File: config.mk
export PLATFORM = sky130hd
export DESIGN_NAME = player_controller_flat
export DESIGN_NICKNAME = d
export VERILOG_FILES = /design/src/rtl/slime_pkg.sv /design/src/rtl/player_controller_if.sv /design/src/rtl/player_jump_fsm.sv /design/src/rtl/player_controller.sv /design/src/flat_wrapper.sv
export SDC_FILE = /design/constraint.sdc
export NUM_CORES = 1
export LEC_CHECK = 0
export CAP_MARGIN = 20
export CORE_ASPECT_RATIO = 0.9
export CORE_MARGIN = 2
export CORE_UTILIZATION = 50
export DETAILED_ROUTE_END_ITERATION = 10
export PLACE_DENSITY_LB_ADDON = 0.2
export SYNTH_ARGS = -nofsm -noshare
export SYNTH_HDL_FRONTEND = slang
export SYNTH_SLANG_ARGS = --single-unit
File: constraint.sdc
create_clock -name clk -period 6 [get_ports clk]
set_input_delay 0.6 -clock clk [delete_from_list [all_inputs] [get_ports clk]]
set_output_delay 0.6 -clock clk [all_outputs]
set_load 0.05 [all_outputs]
File: src/rtl/slime_pkg.sv
// Shared slime-game types: motion states, update sequencer states, collision bit indices and
// the screen bounds used by the player, display and level blocks.
package slime_pkg;

  typedef enum logic [1:0] {
    MotionGround = 2'd0,
    MotionRise   = 2'd1,
    MotionFall   = 2'd2
  } motion_e;

  typedef enum logic [1:0] {
    SeqIdle,
    SeqHoriz,
    SeqVert,
    SeqCommit
  } seq_e;

  localparam int unsigned COL_BOTTOM = 0;
  localparam int unsigned COL_LEFT   = 1;
  localparam int unsigned COL_TOP    = 2;
  localparam int unsigned COL_RIGHT  = 3;

  localparam logic [9:0] SCREEN_X_MIN  = 10'd144;
  localparam logic [9:0] SCREEN_X_MAX  = 10'd752;  // 783 - sprite width + 1
  localparam logic [9:0] SCREEN_Y_MIN  = 10'd66;   // 35 + sprite height - 1
  localparam logic [9:0] SCREEN_Y_MAX  = 10'd514;  // floor row
  localparam logic [9:0] PLAYER_X_INIT = 10'd144;
  localparam logic [9:0] PLAYER_Y_INIT = 10'd514;

  // Sign-extend a 6-bit velocity to the 12-bit position arithmetic width.
  function automatic logic signed [11:0] sext_vel(input logic [5:0] v);
    return {{6{v[5]}}, v};
  endfunction

endpackage

File: src/rtl/player_controller_if.sv
// Frame/button/collision inputs and position/motion outputs of the player controller.
// master: the side issuing frameStart and inputs; slave: player_controller.
interface player_controller_if;
  logic        frameStart;
  logic        btnL;
  logic        btnR;
  logic        btnU;
  logic [3:0]  playerCol;
  logic [19:0] playerPos;
  logic [1:0]  motionState;
  logic [5:0]  velY;
  logic        busy;

  modport master (
    output frameStart, btnL, btnR, btnU, playerCol,
    input  playerPos, motionState, velY, busy
  );

  modport slave (
    input  frameStart, btnL, btnR, btnU, playerCol,
    output playerPos, motionState, velY, busy
  );
endinterface

File: src/rtl/player_jump_fsm.sv
// GROUND/RISE/FALL motion state and vertical velocity. Optional airborne jump is built only
// when PLAYER_DOUBLE_JUMP_EN is defined. Inputs are stable from capture until commitEn.
module player_jump_fsm
  import slime_pkg::*;
#(
  parameter logic [5:0] JUMP_VEL = 6'd12,
  parameter logic [5:0] GRAVITY  = 6'd1,
  parameter logic [5:0] MAX_FALL = 6'd8
) (
  input  logic       clk,
  input  logic       rst,
  input  logic       commitEn,
  input  logic       jumpEdge,
  input  logic [3:0] col,
  input  logic       hitFloor,
  input  logic       hitCeil,
  output logic       moveY,
  output motion_e    motionState,
  output logic [5:0] velY
);

  localparam logic signed [5:0] JumpVy  = -$signed(JUMP_VEL);
  localparam logic signed [5:0] GravVy  = $signed(GRAVITY);
  localparam logic signed [5:0] MaxFall = $signed(MAX_FALL);

  motion_e           stateQ, stateD;
  logic signed [5:0] vyQ, vyD, vyStep;
  logic              dblJump;

`ifdef PLAYER_DOUBLE_JUMP_EN
  logic allowQ;

  // Airborne-jump allowance: spent by an air jump, restored whenever we land
  always_ff @(posedge clk or posedge rst) begin
    if (rst) begin
      allowQ <= 1'b1;
    end else if (commitEn) begin
      if (stateD == MotionGround) allowQ <= 1'b1;
      else if (dblJump)           allowQ <= 1'b0;
    end
  end

  assign dblJump = allowQ & jumpEdge & ~col[COL_TOP] & (stateQ != MotionGround);
`else
  assign dblJump = 1'b0;
`endif

  // Next motion state and velocity for this frame
  always_comb begin
    stateD = stateQ;
    vyD    = vyQ;
    moveY  = 1'b0;
    vyStep = '0;
    unique case (stateQ)
      MotionGround: begin
        vyD = '0;
        if (jumpEdge && col[COL_BOTTOM]) begin
          stateD = MotionRise;
          vyD    = JumpVy;
        end else if (!col[COL_BOTTOM]) begin
          stateD = MotionFall;
        end
      end
      MotionRise: begin
        if (dblJump) begin
          vyD = JumpVy;
        end else if (col[COL_TOP]) begin
          stateD = MotionFall;
          vyD    = '0;
        end else begin
          moveY  = 1'b1;
          vyStep = vyQ + GravVy;
          if (hitCeil) begin
            stateD = MotionFall;
            vyD    = '0;
          end else begin
            vyD = vyStep;
            if (!vyStep[5]) stateD = MotionFall;
          end
        end
      end
      MotionFall: begin
        if (col[COL_BOTTOM]) begin
          stateD = MotionGround;
          vyD    = '0;
        end else if (dblJump) begin
          stateD = MotionRise;
          vyD    = JumpVy;
        end else begin
          moveY  = 1'b1;
          vyStep = vyQ + GravVy;
          if (vyStep > MaxFall) vyStep = MaxFall;
          if (hitFloor) begin
            stateD = MotionGround;
            vyD    = '0;
          end else begin
            vyD = vyStep;
          end
        end
      end
      default: begin
        stateD = MotionGround;
        vyD    = '0;
      end
    endcase
  end

  // Motion state and velocity publish together with the position commit
  always_ff @(posedge clk or posedge rst) begin
    if (rst) begin
      stateQ <= MotionGround;
      vyQ    <= '0;
    end else if (commitEn) begin
      stateQ <= stateD;
      vyQ    <= vyD;
    end
  end

  assign motionState = stateQ;
  assign velY        = vyQ;

endmodule

File: src/rtl/player_controller.sv
// Per-frame player motion engine: IDLE->HORIZ->VERT->COMMIT sequencer, horizontal walk and
// screen clamping. Define PLAYER_DOUBLE_JUMP_EN to allow one extra jump while airborne.
module player_controller
  import slime_pkg::*;
#(
  parameter logic [9:0] X_INIT     = PLAYER_X_INIT,
  parameter logic [9:0] Y_INIT     = PLAYER_Y_INIT,
  parameter logic [9:0] X_MIN      = SCREEN_X_MIN,
  parameter logic [9:0] X_MAX      = SCREEN_X_MAX,
  parameter logic [9:0] Y_MIN      = SCREEN_Y_MIN,
  parameter logic [9:0] Y_MAX      = SCREEN_Y_MAX,
  parameter logic [3:0] WALK_SPEED = 4'd2,
  parameter logic [5:0] JUMP_VEL   = 6'd12,
  parameter logic [5:0] GRAVITY    = 6'd1,
  parameter logic [5:0] MAX_FALL   = 6'd8
) (
  input logic                clk,
  input logic                rst,
  player_controller_if.slave bus
);

  seq_e              seqQ, seqD;
  logic              start;
  logic              btnLQ, btnRQ, btnUQ, btnUPrevQ;
  logic [3:0]        colQ;
  logic [9:0]        xPosQ, yPosQ, xWorkQ, yWorkQ, xNext, yNext, xLeft;
  logic [10:0]       xWide, xRight, xLeftLimit;
  logic              moveL, moveR;
  logic signed [11:0] ySum;
  logic              moveY, hitFloor, hitCeil;
  motion_e           motion;
  logic [5:0]        velY;

  // frameStart arriving while busy is dropped
  assign start = bus.frameStart && (seqQ == SeqIdle);

  // Sequencer state register
  always_ff @(posedge clk or posedge rst) begin
    if (rst) seqQ <= SeqIdle;
    else     seqQ <= seqD;
  end

  // Sequencer next state: one fixed pass per accepted frame
  always_comb begin
    seqD = seqQ;
    unique case (seqQ)
      SeqIdle:   if (bus.frameStart) seqD = SeqHoriz;
      SeqHoriz:  seqD = SeqVert;
      SeqVert:   seqD = SeqCommit;
      SeqCommit: seqD = SeqIdle;
      default:   seqD = SeqIdle;
    endcase
  end

  // Shadow capture of inputs; btnUPrevQ keeps the previous frame's btnU for edge detection
  always_ff @(posedge clk or posedge rst) begin
    if (rst) begin
      btnLQ     <= 1'b0;
      btnRQ     <= 1'b0;
      btnUQ     <= 1'b0;
      btnUPrevQ <= 1'b0;
      colQ      <= '0;
    end else if (start) begin
      btnLQ     <= bus.btnL;
      btnRQ     <= bus.btnR;
      btnUPrevQ <= btnUQ;
      btnUQ     <= bus.btnU;
      colQ      <= bus.playerCol;
    end
  end

  assign moveL      = btnLQ & ~btnRQ & ~colQ[COL_LEFT];
  assign moveR      = btnRQ & ~btnLQ & ~colQ[COL_RIGHT];
  assign xWide      = {1'b0, xPosQ};
  assign xRight     = xWide + 11'(WALK_SPEED);
  assign xLeft      = xPosQ - 10'(WALK_SPEED);
  assign xLeftLimit = {1'b0, X_MIN} + 11'(WALK_SPEED);

  // Horizontal walk with saturation; the limit compare also covers underflow below zero
  always_comb begin
    xNext = xPosQ;
    if (moveL)      xNext = (xWide < xLeftLimit) ? X_MIN : xLeft;
    else if (moveR) xNext = (xRight > {1'b0, X_MAX}) ? X_MAX : xRight[9:0];
  end

  assign ySum     = $signed({2'b00, yPosQ}) + (moveY ? sext_vel(velY) : 12'sd0);
  assign hitFloor = moveY && (ySum >= $signed({2'b00, Y_MAX}));
  assign hitCeil  = moveY && (ySum <= $signed({2'b00, Y_MIN}));

  // Vertical position clamp
  always_comb begin
    yNext = ySum[9:0];
    if (hitFloor)     yNext = Y_MAX;
    else if (hitCeil) yNext = Y_MIN;
  end

  // Stage results into work registers, published together at COMMIT
  always_ff @(posedge clk or posedge rst) begin
    if (rst) begin
      xWorkQ <= X_INIT;
      yWorkQ <= Y_INIT;
      xPosQ  <= X_INIT;
      yPosQ  <= Y_INIT;
    end else begin
      case (seqQ)
        SeqHoriz:  xWorkQ <= xNext;
        SeqVert:   yWorkQ <= yNext;
        SeqCommit: begin
          xPosQ <= xWorkQ;
          yPosQ <= yWorkQ;
        end
        default: ;
      endcase
    end
  end

  player_jump_fsm #(
    .JUMP_VEL (JUMP_VEL),
    .GRAVITY  (GRAVITY),
    .MAX_FALL (MAX_FALL)
  ) u_jump (
    .clk         (clk),
    .rst         (rst),
    .commitEn    (seqQ == SeqCommit),
    .jumpEdge    (btnUQ & ~btnUPrevQ),
    .col         (colQ),
    .hitFloor    (hitFloor),
    .hitCeil     (hitCeil),
    .moveY       (moveY),
    .motionState (motion),
    .velY        (velY)
  );

  assign bus.playerPos   = {xPosQ, yPosQ};
  assign bus.motionState = motion;
  assign bus.velY        = velY;
  assign bus.busy        = (seqQ != SeqIdle);

endmodule

File: src/flat_wrapper.sv
// flat-port wrapper written by rule: the top's interface ports become plain ports
module player_controller_flat import slime_pkg::*;
#(
  parameter logic [9:0] X_INIT     = PLAYER_X_INIT,
  parameter logic [9:0] Y_INIT     = PLAYER_Y_INIT,
  parameter logic [9:0] X_MIN      = SCREEN_X_MIN,
  parameter logic [9:0] X_MAX      = SCREEN_X_MAX,
  parameter logic [9:0] Y_MIN      = SCREEN_Y_MIN,
  parameter logic [9:0] Y_MAX      = SCREEN_Y_MAX,
  parameter logic [3:0] WALK_SPEED = 4'd2,
  parameter logic [5:0] JUMP_VEL   = 6'd12,
  parameter logic [5:0] GRAVITY    = 6'd1,
  parameter logic [5:0] MAX_FALL   = 6'd8
)
  (clk, rst, bus_frameStart, bus_btnL, bus_btnR, bus_btnU, bus_playerCol, bus_playerPos, bus_motionState, bus_velY, bus_busy);
  player_controller_if bus_i ();
  input logic clk;
  input logic rst;
  input wire logic [$bits(bus_i.frameStart)-1:0] bus_frameStart;
  input wire logic [$bits(bus_i.btnL)-1:0] bus_btnL;
  input wire logic [$bits(bus_i.btnR)-1:0] bus_btnR;
  input wire logic [$bits(bus_i.btnU)-1:0] bus_btnU;
  input wire logic [$bits(bus_i.playerCol)-1:0] bus_playerCol;
  output wire logic [$bits(bus_i.playerPos)-1:0] bus_playerPos;
  output wire logic [$bits(bus_i.motionState)-1:0] bus_motionState;
  output wire logic [$bits(bus_i.velY)-1:0] bus_velY;
  output wire logic [$bits(bus_i.busy)-1:0] bus_busy;
  assign bus_i.frameStart = bus_frameStart;
  assign bus_i.btnL = bus_btnL;
  assign bus_i.btnR = bus_btnR;
  assign bus_i.btnU = bus_btnU;
  assign bus_i.playerCol = bus_playerCol;
  assign bus_playerPos = bus_i.playerPos;
  assign bus_motionState = bus_i.motionState;
  assign bus_velY = bus_i.velY;
  assign bus_busy = bus_i.busy;
  player_controller #(.X_INIT(X_INIT), .Y_INIT(Y_INIT), .X_MIN(X_MIN), .X_MAX(X_MAX), .Y_MIN(Y_MIN), .Y_MAX(Y_MAX), .WALK_SPEED(WALK_SPEED), .JUMP_VEL(JUMP_VEL), .GRAVITY(GRAVITY), .MAX_FALL(MAX_FALL)) u_core (.clk(clk), .rst(rst), .bus(bus_i));
endmodule
==> metrics.yaml, run 1 <==
run_status: "finished, final reports clean"
cts_resized: 0
grt_start_max_net_pins: 59
syn2layout_area_growth_pct: 15.3
die_w_um: 98.2
drt_first_iter_violations: 254
starting_density_of_the_core_pct: 52.1
n_fill_cell: 694
synth_compound_gate_area_share_pct: 21.2
total_via_count_after_detailed_routing: 3415
final_max_slew_viol_count: 0
postSynthNetCount: 461
layout.cells.most_common: "dfrtp_1"
cellInternalPower_mw: 1.30
post_drt_via_cell_ratio: 6.05
finish.net_count: 492
hold_viol_final: 0
timing.hold.worst_path_depth: 2
synth.avg_cell_area_um2: 9.24
timing.critical_path.to_type: "flop"
timing.reg2reg.worst_path_depth: 16
startpoint_class_of_the_critical_path: "flop"
share_of_power_burned_in_combinational_logic_pct: 56.8
synthDistinctLibCells: 74
post_synth_mux_area_share_pct: 8.56
drc_violations_left: 0
diodes: 0
detailed_place_hpwl_um: 6750
placeableCoreArea_um2: 7660
hold_path.class: "flop to flop"
synth_top_family_by_area: "compound AO/OA/AOI/OAI gates"
clk-insertion-delay-late_ps: 350
final.period_utilization_pct: 70.7
power-per-cell-area_nw_per_um2: 561
worst_slew_margin_rel_pct: 51.3
setup_viol: 0
crit_required_ps: 6240
synth_async_sr_flop_share_pct: 100
tns_ps: 0
cp_data_arrival_time_ps: 4480
r2r_slack_ps: 1760
cts_setup_buffers: 0
tritoncts_clock_tree: "yes"
power.share.switching_pct: 49.6
post_synth_instance_area_um2: 3990
place.gp.congestion: 0.917
synthDominantCellAreaShare_pct: 31.3
yosys_warnings: 0
worstPathMaxFanout: 5
most-common-layout-cells: "dfrtp_1 (50), clkdlybuf4s50_1 (38), nand2_1 (32), inv_1 (32), o21ai_0 (28)"
height_of_the_die_um: 88.8
slowest_stage: "fa_1"
cpPeakStageDelay_ps: 440
clockBufferDepth: 2
path_class: "flop to flop"
timing_worst_slew_pin_value_ps: 721
h-tree-depth: 3
post_route_clock_skew_ps: 10.6
first_pass_iters: 5
layout_min_cycle_time_ps: 4240
gr-usage-all-layers_pct: 22.6
share_clk_of_total_power_pct: 12.7
rsz_0062_raised_after_global_routing: "false"
grt_first_pass_wirelength_um: 15900
drt-wirelength-per-cell_um: 16.6
synth-edff-count: 0
synthesized_area_fraction_occupied_by_xor_and_xnor_cells_pct: 3.29
ctsHoldBuffers: 0
route.final.wire_length_um: 9390
post_synth_fa_ha_maj_area_fraction_pct: 6.14
ys_ff_latch: 58
post_synth_and_or_nand_nor_area_fraction_pct: 18.9
std_cell_rows: 30
crit_path_start: "u_core.u_jump.motionState[1]"
timing.rr.end: "u_core.u_jump.motionState[0]"
cellLeakagePower_nw: 1.89
max_cap_violations: 0
cts.clk_slew.worst_paths_ps: 80
global_route.overflow_total: 0
synth.top_cells.by_area: "dfrtp_1 (31%), mux2_2 (7.1%), ha_1 (5.6%), dfstp_2 (5.3%), o21ai_0 (3.5%)"
ioPinCount: 39
yosys_most_used_dff: "dfrtp_1"
post-route-cell-area_um2: 4600
seq_area_frac_synth_pct: 36.6
grt_pass1_vias: 3212
pwr-share-seq_pct: 30.5
worst_path_cell_trace: "inv_1 -> ha_1 -> or2b_4 -> nand2_1 -> and3_2 -> ha_1 -> inv_1 -> fa_1 -> nor2b_2 -> o21ba_2 -> o31ai_1 -> a32oi_1 -> a2111oi_2 -> or3_1 -> o2111ai_1 -> mux2_2"
cts.sinks: 58
yosys.area.top_type: "dfrtp_1"
worst_reg2reg_startpoint: "u_core.u_jump.motionState[1]"
max_freq_mhz: 236
setup.worst_path.end: "u_core.u_jump.motionState[0]"
vdd_ir_drop_max_mv: 0.264
detail-route-antenna-nets: 0
dieArea_um2: 8710
io_buffer_count: 38
drive_above_1_share_pct: 16.5
cts.root.buffer_cell: "clkbuf_8"
antenna_found_initial: 0
placed_area_um2: 4420
cts_made_buffers: 9
total_net_switching_power_mw: 1.28
netlist_instances: 432
-- cell families after synthesis --
family	count (synthesis)
AOI/OAI and AO/OA	118
and+or+nand+nor	137
buffers and inverters	54
muxes	31
DFF	58
xor gates and xnor gates	15
adders and majority gates	19
-- synth_stat cells (all sizes together), types with 6 or more instances --
master,number
o21ai,28
mux2,25
nand3,19
and2,6
inv,33
a31oi,7
nor3,7
mux2i,6
o22ai,9
o211ai,8
xnor2,11
clkbuf,18
dfstp,8
a21oi,18
nand2,32
ha,18
nor2,23
nand4,7
and3,11
dfrtp,50
-- power by group through the flow --
| stage | combinational (mW) | sequential [mW] | clock [mW] |
|---|---|---|---|
| 4_1_cts | 1.46 | 0.784 | 0.336 |
| 6_report | 1.47 | 0.789 | 0.327 |
| 2_1_floorplan | 0.902 | 0.954 | 0 |
| 5_1_grt | 1.60 | 0.818 | 0.350 |
| 3_5_place_dp | 1.46 | 0.791 | 0 |
| 3_3_place_gp | 1.44 | 0.782 | 0 |
-- registers in the layout (all words and copies together), names as in the netlist, 2 cells and up --
name / count
u_core.colQ: 4
u_core.xWorkQ: 10
u_core.yWorkQ: 10
u_core.u_jump.velY: 6
u_core.u_jump.motionState: 2
u_core.seqQ: 2
u_core.yPosQ: 10
u_core.xPosQ: 10
-- critical path: cells and delay by family (launching register included) --
family          cells  cell delay, ps
compound gates      5            1190
mux                 1             370
buf+inv             2             160
simple gates        5            1200
fa+ha+maj           3             780
flops               1             420
-- layout make-up --
class | instances | area [um2] | share of cell area, %
Clock inverter | 7 | 53.8 | 1.17
Multi-Input combinational cell | 320 | 2320 | 50.4
Sequential cell | 58 | 1460 | 31.8
Timing Repair Buffer | 40 | 395 | 8.59
Inverter | 34 | 128 | 2.77
Tap cell | 96 | 120 | 2.61
Clock buffer | 9 | 124 | 2.69
-- metal layers --
metal / global-route usage, % / part of all wire [%]
met2: 33.7 / 43
met1: 33.2 / 50
met5: 0 / 0
met3: 4.11 / 5.0
met4: 7.97 / 1.5
-- per-stage QoR --
step	utilization (%)	instances	setup WS (ps)	power (mW)	hold WS [ps]
3_3_place_gp	57.8	548	1940	2.22	462
4_1_cts	60.1	564	1800	2.58	479
6_report	60.1	564	1760	2.58	479
2_1_floorplan	-	432	1850	1.86	448
5_1_grt	60.1	564	1450	2.77	507
3_5_place_dp	57.8	548	1810	2.25	468
-- worst min path at each step --
stage	from	endpoint	slack, ps
2_1_floorplan	u_core.yWorkQ[9]	u_core.yWorkQ[9]	450
3_3_place_gp	u_core.yWorkQ[9]	u_core.yWorkQ[9]	460
3_5_place_dp	u_core.xWorkQ[4]	u_core.xWorkQ[4]	470
4_1_cts	u_core.xWorkQ[4]	u_core.xWorkQ[4]	480
5_1_grt	u_core.yWorkQ[9]	u_core.yWorkQ[9]	510
6_report	u_core.xWorkQ[4]	u_core.xWorkQ[4]	480
(Power assumes the default switching activity.)
==> run 2, diff against run 1 <==
clock period = 4 ns   (was 6 ns; I/O delays follow)
==> run 2 against run 1 <==
Non-clock buffer count grew 14. Die area is the same. Register-to-register slack lost 1800 ps. Cell area grew 7.8%. Critical path depth shrank 1. Hold slack lost 3.7 ps. Routed wire length grew 3.1%. Utilization grew 4.7 points. Final cell count grew 2.5%. The run now ends with negative setup slack left. First-iteration DRC count shrank 7.5%. Clock skew shrank 0.73 ps.
==> metrics.yaml, run 2 (synthesis gave the netlist of run 1 again) <==
final_max_slew_viol_count: 0
vdd_ir_drop_max_mv: 0.547
layout_min_cycle_time_ps: 4030
finish.net_count: 506
place.detailed.instances: 555
drc_violations_left: 0
share_clk_of_total_power_pct: 14.5
layout.cells.most_common: "dfrtp_1"
failed_checks: "negative setup slack"
cts.clk_slew.worst_paths_ps: 80
power.share.switching_pct: 47.8
max_cap_violations: 0
std_cell_rows: 30
run_status: "complete, but fails checks"
setup_viol: 1
worst_slew_margin_rel_pct: 40.6
first_pass_iters: 5
final_cell_count_no_fill: 578
detail-route-antenna-nets: 0
diodes: 0
total_net_switching_power_mw: 2.02
drive_above_1_share_pct: 24.5
hold_path.class: "flop to flop"
hold_viol_final: 0
cts.sinks: 58
cp_data_arrival_time_ps: 4250
crit_required_ps: 4220
place.gp.congestion: 0.908
dieArea_um2: 8710
clk-insertion-delay-late_ps: 340
cts_made_buffers: 9
drt-wirelength-per-cell_um: 16.7
grt_start_max_net_pins: 43
tritoncts_clock_tree: "yes"
io_buffer_count: 38
global_route.overflow_total: 0
max_freq_mhz: 248
share_of_power_burned_in_combinational_logic_pct: 57.5
starting_density_of_the_core_pct: 52.1
gr-usage-all-layers_pct: 22.6
startpoint_class_of_the_critical_path: "flop"
grt_pass1_vias: 3304
antenna_found_initial: 0
height_of_the_die_um: 88.8
cellInternalPower_mw: 2.21
final.period_utilization_pct: 101
cts.root.buffer_cell: "clkbuf_8"
timing.critical_path.to_type: "flop"
power-per-cell-area_nw_per_um2: 852
most-common-layout-cells: "dfrtp_1 (48), clkdlybuf4s50_1 (38), nand2_1 (30), inv_1 (29), o21ai_0 (26)"
h-tree-depth: 3
die_w_um: 98.2
path_class: "flop to flop"
timing_worst_slew_pin_value_ps: 890
hold_ws_ps: 476
detailed_place_hpwl_um: 6750
total_via_count_after_detailed_routing: 3524
setup_ws_ps: -34.2
post_route_clock_skew_ps: 9.82
pwr-share-seq_pct: 28.0
cellLeakagePower_nw: 2.01
ioPinCount: 39
clockBufferDepth: 2
post_drt_via_cell_ratio: 6.10
grt_first_pass_wirelength_um: 15900
rsz_0062_raised_after_global_routing: "true"
placeableCoreArea_um2: 7660
drt_first_iter_violations: 235
finalCoreUtilization_pct: 64.8
worstPathMaxFanout: 8
syn2layout_area_growth_pct: 24.3
route.final.wire_length_um: 9680
n_fill_cell: 662
## run 2: worst paths after layout
path                       slack [ps]                    startpoint                      endpoint  cells after the start
setup / recovery                  -30  u_core.u_jump.motionState[0]  u_core.u_jump.motionState[0]                     15
hold / removal                    480              u_core.yWorkQ[9]              u_core.yWorkQ[9]                      2
setup reg to reg                  -30  u_core.u_jump.motionState[0]  u_core.u_jump.motionState[0]                     15
hold reg to reg                   480              u_core.yWorkQ[9]              u_core.yWorkQ[9]                      2
max in group asynchronous        2610                           rst               u_core.yPosQ[1]                      3
min in group asynchronous         560                           rst                  u_core.btnUQ                      2
## run 2: final cells by class
type | count | area, um2 | area share (%)
Clock buffer | 9 | 124 | 2.50
Clock inverter | 7 | 103 | 2.07
Inverter | 34 | 130 | 2.62
Multi-Input combinational cell | 320 | 2520 | 50.8
Sequential cell | 58 | 1460 | 29.5
Tap cell | 96 | 120 | 2.42
Timing Repair Buffer | 54 | 500 | 10.1
## run 2: critical path: stages (launching register included)
cell and delay, ps:
dfrtp_2 430, buf_4 150, ha_4 150, or2b_4 210, nand2_4 50, and3_2 230, ha_1 410, nand2_2 180
o21ba_4 180, buf_4 130, o31ai_1 500, a32oi_2 250, a2111oi_4 360, or3_4 220, o2111ai_4 120, mux2_4 340
## run 2: power by group through the flow
stage	Combinational, mW	Sequential (mW)	Clock, mW
5_1_grt	2.64	1.22	0.653
6_report	2.43	1.18	0.612
3_5_place_dp	2.22	1.18	0
2_1_floorplan	1.35	1.43	0
3_3_place_gp	2.18	1.17	0
4_1_cts	2.26	1.17	0.629
## run 2: timing repair
action / in CTS / in global routing
resized for setup: 5 / 35
setup endpoints to repair: 12 / 16
hold buffers: 0 / 0
pin swaps: 4 / 17
buffers inserted: 2 / 5
## run 2: through the flow
step | setup slack [ps] | cell area (um2) | setup TNS, ps | power [mW]
after floorplan | 3.08 | 4000 | 0 | 2.79
after CTS | 0.784 | 4740 | 0 | 4.06
after global routing | -170 | 4960 | -1230 | 4.52
after global placement | 81.3 | 4480 | 0 | 3.35
final | -34.2 | 4960 | -34.2 | 4.23
after detailed placement | -72.4 | 4480 | -142 | 3.41
## run 2: metal layers
metal | global-route usage, % | share of wire (%) | wire length [um] | up-vias
li1 | - | - | - | 1674
met3 | 6.48 | 6.5 | 627 | 15
met1 | 31.7 | 46 | 4470 | 1702
met5 | 0 | 0 | 0 | -
met2 | 34.9 | 46 | 4440 | 133
met4 | 5.60 | 1.5 | 141 | 0
==> run 3, diff against run 2 <==
clock period = 4.1 ns   (was 4 ns; I/O delays follow)
==> run 3 against run 2 <==
The run now ends clean. Global-route usage down 0.79 points. Utilization decreased by 1.1 points. Flip-flop and latch count unchanged. Die area unchanged. Cell area is 1.7% lower. Final cell count down 0.52%. Routed wire length decreased by 1.1%. Clock power is 4.1% lower. Worst setup slack gained 83 ps. Critical endpoint is now u_core.yWorkQ[1].
==> metrics.yaml, run 3 (synthesis gave the netlist of run 1 again) <==
first_pass_iters: 5
setup_viol: 0
path_class: "flop to flop"
final.period_utilization_pct: 98.8
grt_first_pass_wirelength_um: 15300
max_cap_violations: 0
io_buffer_count: 38
worst_path_cell_trace: "inv_2 -> ha_4 -> or2b_4 -> nand2_4 -> and3_4 -> ha_4 -> inv_2 -> fa_2 -> nor2b_4 -> o21ba_4 -> nor4_2 -> or3_4 -> a2111o_1 -> a211o_1 -> and4_1 -> nand3b_4 -> o22a_1"
cellLeakagePower_nw: 1.99
timing_worst_slew_pin_value_ps: 725
route.final.wire_length_um: 9570
clockBufferDepth: 2
run_status: "finished, final reports clean"
cts_made_buffers: 9
gr-usage-all-layers_pct: 21.8
setup.worst_path.end: "u_core.yWorkQ[1]"
antenna_found_initial: 0
grt_start_max_net_pins: 48
drive_above_1_share_pct: 21.9
power-per-cell-area_nw_per_um2: 829
worst_reg2reg_startpoint: "u_core.u_jump.motionState[0]"
placeableCoreArea_um2: 7660
global_route.overflow_total: 0
cp_data_arrival_time_ps: 4310
total_via_count_after_detailed_routing: 3501
setup_ws_ps: 48.8
worstPathMaxFanout: 7
syn2layout_area_growth_pct: 22.2
hold_path.class: "input pin to asynchronous set/reset pin"
ioPinCount: 39
drt_first_iter_violations: 265
h-tree-depth: 3
post_route_clock_skew_ps: 9.55
slowest_stage: "a2111o_1"
tritoncts_clock_tree: "yes"
final_max_slew_viol_count: 0
cts.root.buffer_cell: "clkbuf_8"
crit_family: "simple AND/OR/NAND/NOR gates"
cpPeakStageDelay_ps: 490
cts.clk_slew.worst_paths_ps: 70
diodes: 0
timing.reg2reg.worst_path_depth: 17
starting_density_of_the_core_pct: 52.1
cts.sinks: 58
placed_area_um2: 4460
timing.critical_path.to_type: "flop"
hold_viol_final: 0
layout.cells.most_common: "dfrtp_1"
detail-route-antenna-nets: 0
crit_required_ps: 4360
place.gp.congestion: 0.941
timing.rr.end: "u_core.yWorkQ[1]"
drt-wirelength-per-cell_um: 16.6
grt_pass1_vias: 3160
worst-path-buf-inv: 2
startpoint_class_of_the_critical_path: "flop"
layout_min_cycle_time_ps: 4050
die_w_um: 98.2
max_freq_mhz: 247
most-common-layout-cells: "dfrtp_1 (48), clkdlybuf4s50_1 (38), nand2_1 (31), inv_1 (29), o21ai_0 (26)"
post-place-ws_ps: 1.63
crit_path_start: "u_core.u_jump.motionState[0]"
finish.net_count: 503
n_fill_cell: 644
ctsHoldBuffers: 0
post_drt_via_cell_ratio: 6.09
std_cell_rows: 30
post-route-cell-area_um2: 4880
clk-insertion-delay-late_ps: 340
worst_slew_margin_rel_pct: 51.0
r2r_slack_ps: 50
detailed_place_hpwl_um: 6670
dieArea_um2: 8710
vdd_ir_drop_max_mv: 0.545
height_of_the_die_um: 88.8
drc_violations_left: 0
path_depth: 17
## run 3: cell count changes in the layout (fill, tap and decap cells not counted), moves of 2 or more
cell	delta
a21oi_2	+2
ha_2	-2
o22ai_2	-5
o22ai_1	+5
clkinv_2	+2
buf_4	-4
clkinv_4	-3
a21oi_4	-2
## run 3: layer usage
layer	vias up	track usage [%]	wire [um]
li1	1678	-	-
met1	1668	31.0	4520
met2	145	33.7	4370
met3	10	4.82	583
met4	0	6.48	95
met5	-	0	0
## run 3: how the worst min path moves through the flow
stage / start / end / depth (start not counted)
after floorplan: u_core.yWorkQ[9] / u_core.yWorkQ[9] / 2
after CTS: u_core.yWorkQ[9] / u_core.yWorkQ[9] / 2
after detailed placement: u_core.yWorkQ[9] / u_core.yWorkQ[9] / 2
after global routing: rst / u_core.colQ[1] / 2
after global placement: u_core.yWorkQ[9] / u_core.yWorkQ[9] / 2
final: rst / u_core.colQ[1] / 2
## run 3: what timing repair did
action / CTS / global route
endpoints found under the setup margin: 1 / 16
setup buffers: 1 / 5
pin swaps: 0 / 8
gates resized for setup: 1 / 28
## run 3: metrics by stage
| stage | TNS [ps] | std cells | hold WS, ps | utilization, % | power (mW) |
|---|---|---|---|---|---|
| 2_1_floorplan | 0 | 432 | 448 | - | 2.72 |
| 3_3_place_gp | 0 | 552 | 461 | 58.2 | 3.25 |
| 3_5_place_dp | 0 | 552 | 467 | 58.2 | 3.30 |
| 4_1_cts | 0 | 569 | 477 | 61.1 | 3.91 |
| 5_1_grt | -427 | 575 | 305 | 63.7 | 4.31 |
| 6_report | 0 | 575 | 316 | 63.7 | 4.04 |
## run 3: area by class of cell
cell class | instances | area, um2 | area share, %
Tap cell | 96 | 120 | 2.46
Inverter | 34 | 128 | 2.62
Clock buffer | 11 | 141 | 2.90
Clock inverter | 5 | 77.6 | 1.59
Multi-Input combinational cell | 320 | 2460 | 50.4
Sequential cell | 58 | 1460 | 30.0
Timing Repair Buffer | 51 | 490 | 10.1
## run 3: power by group
group / leakage, nW / switching [mW] / internal [mW] / total [mW]
sequential: 0.719 / 0.323 / 0.839 / 1.16
clock: 0.109 / 0.230 / 0.357 / 0.587
combinational: 1.16 / 1.36 / 0.932 / 2.29
